### config.mk
export PLATFORM = sky130hd
export DESIGN_NAME = icache_refill_flat
export DESIGN_NICKNAME = d
export VERILOG_FILES = /design/src/rtl/icache_refill_if.sv /design/src/rtl/icache_refill.sv /design/src/flat_wrapper.sv
export SDC_FILE = /design/constraint.sdc
export NUM_CORES = 1
export LEC_CHECK = 0
export CORE_MARGIN = 5
export CORE_UTILIZATION = 51
export CTS_CLUSTER_DIAMETER = 60
export CTS_CLUSTER_SIZE = 28
export DETAILED_ROUTE_END_ITERATION = 10
export PLACE_DENSITY = 0.95
export SKIP_CTS_REPAIR_TIMING = 1
export SYNTH_ARGS = -nofsm -noshare
export SYNTH_HDL_FRONTEND = slang
export SYNTH_SLANG_ARGS = --single-unit
### constraint.sdc
create_clock -name clk -period 4.7 [get_ports clk]
set_clock_uncertainty 0.1 [all_clocks]
set_input_delay 0.705 -clock clk [delete_from_list [all_inputs] [get_ports clk]]
set_output_delay 0.705 -clock clk [all_outputs]
set_load 0.03 [all_outputs]
### src/rtl/icache_refill_if.sv
// Signal bundle between the refill engine, the icache controller/L1 arrays and the memory read port.
// The slave modport is the refill engine's view; master is the icache/memory side.
interface icache_refill_if;
    logic         irq;
    logic [31:0]  if_addr;
    logic         ext_busy;
    logic         L2_busy;
    logic         L2_rdy;
    logic         complete;
    logic [127:0] data_wd;
    logic         valid_wd;
    logic         mem_req;
    logic [31:0]  mem_addr;
    logic         mem_rdy;
    logic [31:0]  mem_rd;

    modport master (
        output irq, if_addr, ext_busy, mem_rdy, mem_rd,
        input  L2_busy, L2_rdy, complete, data_wd, valid_wd, mem_req, mem_addr
    );

    modport slave (
        input  irq, if_addr, ext_busy, mem_rdy, mem_rd,
        output L2_busy, L2_rdy, complete, data_wd, valid_wd, mem_req, mem_addr
    );
endinterface

### src/rtl/icache_refill.sv
// Instruction-cache refill engine: fetches a 128-bit line as four 32-bit beats and
// runs the L2_busy / L2_rdy / complete handshake toward the icache controller.
//
// state | meaning
// IDLE  | waiting for irq with ext_busy low; line outputs held at 0
// FETCH | requesting beat 'beat' at line_addr + 4*beat until mem_rdy
// RDY   | line assembled, L2_rdy pulse, data_wd/valid_wd presented
// WRITE | L1 arrays capture data_wd/valid_wd
// DONE  | complete pulse, then back to IDLE
module icache_refill (
    input  logic           clk,
    input  logic           rst,
    icache_refill_if.slave bus
);

    typedef enum logic [2:0] {
        IDLE  = 3'd0,
        FETCH = 3'd1,
        RDY   = 3'd2,
        WRITE = 3'd3,
        DONE  = 3'd4
    } state_t;

    state_t            state;
    state_t            state_nxt;
    logic [1:0]        beat;
    logic [31:0]       line_addr;
    logic [3:0][31:0]  line_buf;
    logic              accept;
    logic              hold_line;

    assign accept    = (state == IDLE) && bus.irq && !bus.ext_busy;
    assign hold_line = (state == RDY) || (state == WRITE) || (state == DONE);

    always_ff @(posedge clk) begin
        if (rst) begin
            state <= IDLE;
        end else begin
            state <= state_nxt;
        end
    end

    always_comb begin
        state_nxt    = state;
        bus.mem_req  = 1'b0;
        bus.mem_addr = 32'h0000_0000;
        bus.L2_rdy   = 1'b0;
        bus.complete = 1'b0;
        bus.data_wd  = 128'h0;
        bus.valid_wd = 1'b0;
        bus.L2_busy  = bus.ext_busy || (state != IDLE);
        case (state)
            IDLE: begin
                if (accept) begin
                    state_nxt = FETCH;
                end
            end
            FETCH: begin
                bus.mem_req  = 1'b1;
                bus.mem_addr = line_addr + {28'h000_0000, beat, 2'b00};
                if (bus.mem_rdy && (beat == 2'd3)) begin
                    state_nxt = RDY;
                end
            end
            RDY: begin
                bus.L2_rdy = 1'b1;
                state_nxt  = WRITE;
            end
            WRITE: begin
                state_nxt = DONE;
            end
            DONE: begin
                bus.complete = 1'b1;
                state_nxt    = IDLE;
            end
            default: begin
                state_nxt = IDLE;
            end
        endcase
        if (hold_line) begin
            bus.data_wd  = line_buf;
            bus.valid_wd = 1'b1;
        end
    end

    // Word k of the line lands in data_wd[32k+31:32k]; beat wraps to 0 after the last word.
    always_ff @(posedge clk) begin
        if (rst) begin
            beat      <= 2'd0;
            line_addr <= 32'h0000_0000;
            line_buf  <= '0;
        end else begin
            if (accept) begin
                line_addr <= bus.if_addr & 32'hFFFF_FFF0;
                beat      <= 2'd0;
            end else if ((state == FETCH) && bus.mem_rdy) begin
                line_buf[beat] <= bus.mem_rd;
                beat           <= beat + 2'd1;
            end
        end
    end

endmodule

### src/flat_wrapper.sv
// flat-port wrapper written by rule: the top's interface ports become plain ports
module icache_refill_flat 
  (clk, rst, bus_irq, bus_if_addr, bus_ext_busy, bus_mem_rdy, bus_mem_rd, bus_L2_busy, bus_L2_rdy, bus_complete, bus_data_wd, bus_valid_wd, bus_mem_req, bus_mem_addr);
  icache_refill_if bus_i ();
  input  logic clk;
  input  logic rst;
  input wire logic [$bits(bus_i.irq)-1:0] bus_irq;
  input wire logic [$bits(bus_i.if_addr)-1:0] bus_if_addr;
  input wire logic [$bits(bus_i.ext_busy)-1:0] bus_ext_busy;
  input wire logic [$bits(bus_i.mem_rdy)-1:0] bus_mem_rdy;
  input wire logic [$bits(bus_i.mem_rd)-1:0] bus_mem_rd;
  output wire logic [$bits(bus_i.L2_busy)-1:0] bus_L2_busy;
  output wire logic [$bits(bus_i.L2_rdy)-1:0] bus_L2_rdy;
  output wire logic [$bits(bus_i.complete)-1:0] bus_complete;
  output wire logic [$bits(bus_i.data_wd)-1:0] bus_data_wd;
  output wire logic [$bits(bus_i.valid_wd)-1:0] bus_valid_wd;
  output wire logic [$bits(bus_i.mem_req)-1:0] bus_mem_req;
  output wire logic [$bits(bus_i.mem_addr)-1:0] bus_mem_addr;
  assign bus_i.irq = bus_irq;
  assign bus_i.if_addr = bus_if_addr;
  assign bus_i.ext_busy = bus_ext_busy;
  assign bus_i.mem_rdy = bus_mem_rdy;
  assign bus_i.mem_rd = bus_mem_rd;
  assign bus_L2_busy = bus_i.L2_busy;
  assign bus_L2_rdy = bus_i.L2_rdy;
  assign bus_complete = bus_i.complete;
  assign bus_data_wd = bus_i.data_wd;
  assign bus_valid_wd = bus_i.valid_wd;
  assign bus_mem_req = bus_i.mem_req;
  assign bus_mem_addr = bus_i.mem_addr;
  icache_refill u_core (.clk(clk), .rst(rst), .bus(bus_i));
endmodule
==> results.sh <==
export IMPL_yosys_cell_types_count=29
export IMPL_worstSetupEndpointType="primary output"
export IMPL_drt_initial_drc_count=368
export IMPL_synthArstFlopShare_pct=0
export IMPL_grt_ovfl_total=0
export IMPL_max_cap_viol_count=0
export IMPL_routed_wl_um=18890
export IMPL_final_common_cell="clkdlybuf4s50_1"
export IMPL_hp_class="flip-flop to flip-flop"
export IMPL_gp_congestion=0.7854
export IMPL_core_um2=14530
export IMPL_cp_endpoint="bus_data_wd[114]"
export IMPL_power_leakage_uw=0.004055
export IMPL_status="finished clean"
export IMPL_io_pins=234
export IMPL_grt_pass1_wl_um=30390
export IMPL_grt_pass1_vias=5788
export IMPL_setup_tns_ns=0
export IMPL_final_cell_mix="clkdlybuf4s50_1, nand2b_1, dfxtp_1, nor2b_1, mux2i_1"
export IMPL_synthAdderAreaFrac_pct=0.6629
export IMPL_fillers=1050
export IMPL_synth_area_um2=7550
export IMPL_min_period_over_period_pct=71.93
export IMPL_netlist_area_leader_share_pct=42.69
export IMPL_worstPathCellList="nor3b_2, a21oi_4, buf_12, nor2b_1, clkdlybuf4s50_1"
export IMPL_p_switching_uw=670.1
export IMPL_crit_family="buffers and inverters"
export IMPL_rsz0062_at_grt="false"
export IMPL_required_ns=3.89
export IMPL_vias=6009
export IMPL_slowest_delay_ns=0.71
export IMPL_final_nets=1057
export IMPL_clkPwrFrac_pct=47.1
export IMPL_synth_edf_count=0
export IMPL_die_w_um=131.7
export IMPL_crit_type="flip-flop to primary output"
export IMPL_power_per_cell_area_nw_per_um2=293.2
export IMPL_cts_tree="yes"
export IMPL_synth_avg_cell_area_um2=9.485
export IMPL_synthTopCellsByArea="dfxtp_1, mux2i_1, nand2b_1"
export IMPL_p_int_uw=2383
export IMPL_start_kind="flip-flop"
export IMPL_path_clk_slew_ns=0.06
export IMPL_cp_buffers_inverters=2
export IMPL_crit_cells=5
export IMPL_path_max_fanout=101
export IMPL_fp_dieArea_um2=17340
export IMPL_startpoint="u_core.state[2]"
export IMPL_fmax_ghz=0.2958
export IMPL_synth_compound_area_share_pct=4.011
export IMPL_io_buffers=227
export IMPL_critPathArrivalTime_ns=2.58
export IMPL_diodes=0
export IMPL_vias_per_cell=5.088
export IMPL_synth_warnings=0
export IMPL_synth_seq_area_share_pct=42.69
export IMPL_synthXorXnorAreaFrac_pct=0.1160
export IMPL_multi_input_area_um2=3965
export IMPL_ys_flop_type="dfxtp_1"
export IMPL_fin_crit_ns=3.381
export IMPL_vdd_drop_max_mv=0.1949
export IMPL_hold_ws_ns=0.3690
export IMPL_clkLatencyLatePin_ns=0.42
export IMPL_root_buffer="clkbuf_16"
export IMPL_rows=44
export IMPL_antenna_found_initial=0
export IMPL_crit_slowest_cell="clkdlybuf4s50_1"
export IMPL_cts_buffer_depth=2
export IMPL_reg2reg_from="u_core.state[1]"
export IMPL_ys_ff_latch=161
export IMPL_wl_per_cell_um=15.99
export IMPL_reg2reg_slack_ns=2.30
export IMPL_seqCellArea_um2=3223
export IMPL_drc=0
export IMPL_worstMarginPinSlew_ns=1.142
export IMPL_relSlewSlack_pct=23.59
export IMPL_cts_made_buffers=17
export IMPL_hold_viol=0
export IMPL_drtAntennaViolNets=0
export IMPL_drive_gt1_share_pct=5.015
export IMPL_synth_cells=796
export IMPL_seqPwrFrac_pct=45.9
export IMPL_r2r_end="u_core.line_buf[27]"
export IMPL_grt_total_usage_pct=21.07
export IMPL_grt_start_max_net_pins=132
export IMPL_ff2ff_path_depth=3
export IMPL_cts_htree_levels=4
export IMPL_floorplan_initialDensity_pct=51.95
export IMPL_synth_simple_area_share_pct=30.20
export IMPL_cts_sinks=161
export IMPL_synth_mux_area_share_pct=17.10
export IMPL_swShare_pct=21.95
export IMPL_dieHeight_um=131.7
export IMPL_firstDrtPassIters=4
export IMPL_maxSlewViolCount=0
export IMPL_yosysTopAreaCell="dfxtp_1"
export IMPL_hpwl_um=12740
export IMPL_setup_violations=0
export IMPL_synth_top_family_by_area="simple AND/OR/NAND/NOR gates"
export IMPL_power_frac_comb_pct=7.1
export IMPL_areaGrowthSynthToFinish_pct=37.93
==> Yosys cell counts, types with 2 or more instances <==
| cell type | n |
|---|---|
| dfxtp_1 | 161 |
| nand2b_1 | 161 |
| mux2i_1 | 129 |
| nor2b_1 | 129 |
| clkbuf_1 | 37 |
| and2_1 | 31 |
| a21oi_1 | 30 |
| o21ai_0 | 29 |
| nand3_1 | 28 |
| buf_4 | 14 |
| buf_2 | 12 |
| inv_1 | 6 |
| ha_1 | 4 |
| nand2_2 | 4 |
| buf_6 | 3 |
| buf_8 | 2 |
| nor2_1 | 2 |
| nor3_1 | 2 |
| nor3b_1 | 2 |
==> stage by stage <==
stage / power (uW) / std cells / instance area, um2 / util (%) / setup WS, ns
after floorplan: 1557 / 797 / 7553 / - / 2.002
after global placement: 1641 / 1149 / 9791 / 67.36 / 1.511
after detailed placement: 1645 / 1149 / 9791 / 67.36 / 1.499
after CTS: 3080 / 1181 / 10410 / 71.65 / 1.314
after global routing: 3165 / 1181 / 10410 / 71.65 / 1.204
final: 3054 / 1181 / 10410 / 71.65 / 1.319
==> area by class of cell <==
type	instances	area share, %
inverter	6	0.2163
clock buffer	21	4.518
sequential	161	30.95
multi-input combinational	562	38.08
clock inverter	11	1.466
tap	184	2.211
timing repair buffer	236	22.56
==> per-layer routing <==
metal | wire (um) | global-route usage [%] | vias to the layer above
met1 | 7998 | 25.64 | 2831
li1 | - | - | 2961
met4 | 245 | 6.229 | 0
met2 | 8917 | 34.31 | 199
met3 | 1724 | 8.639 | 18
met5 | 0 | 0 | -
==> worst min path at each step <==
stage	slack (ns)	to	from	cells past startpoint
global route	0.38	u_core.line_buf[60]	u_core.line_buf[60]	2
global placement	0.35	u_core.line_buf[80]	u_core.line_buf[80]	2
CTS	0.37	u_core.line_addr[10]	u_core.line_addr[10]	2
detailed placement	0.36	u_core.line_buf[67]	u_core.line_buf[67]	2
floorplan	0.34	u_core.line_buf[55]	u_core.line_buf[55]	2
finish	0.37	u_core.line_buf[70]	u_core.line_buf[70]	2
==> flip-flops by register name, indices dropped and copies added, names as in the netlist <==
register	count
u_core.line_buf	128
u_core.state	3
u_core.beat	2
u_core.line_addr	28
==> power by group through the flow <==
| stage | Sequential, uW | Combinational [uW] | Clock [uW] |
|---|---|---|---|
| after floorplan | 1430 | 131 | 0 |
| after global placement | 1430 | 212 | 0 |
| after detailed placement | 1430 | 214 | 0 |
| after CTS | 1400 | 216 | 1460 |
| after global routing | 1400 | 233 | 1530 |
| final | 1400 | 216 | 1440 |
==> cells by family after synthesis <==
family                   Yosys count
adder cells (fa/ha/maj)            4
buffers and inverters             74
other                              1
AO/OA/AOI/OAI                     60
flip-flops                       161
XOR/XNOR                           1
multiplexers                     129
AND/OR/NAND/NOR                  366
==> tightest hold or removal path, delay by kind of cell (launching register included) <==
family           cells  cell delay (ns)
and+or+nand+nor      1             0.06
DFF                  1             0.30
muxes                1             0.06
Note: power is estimated with default switching activity, not from simulation.
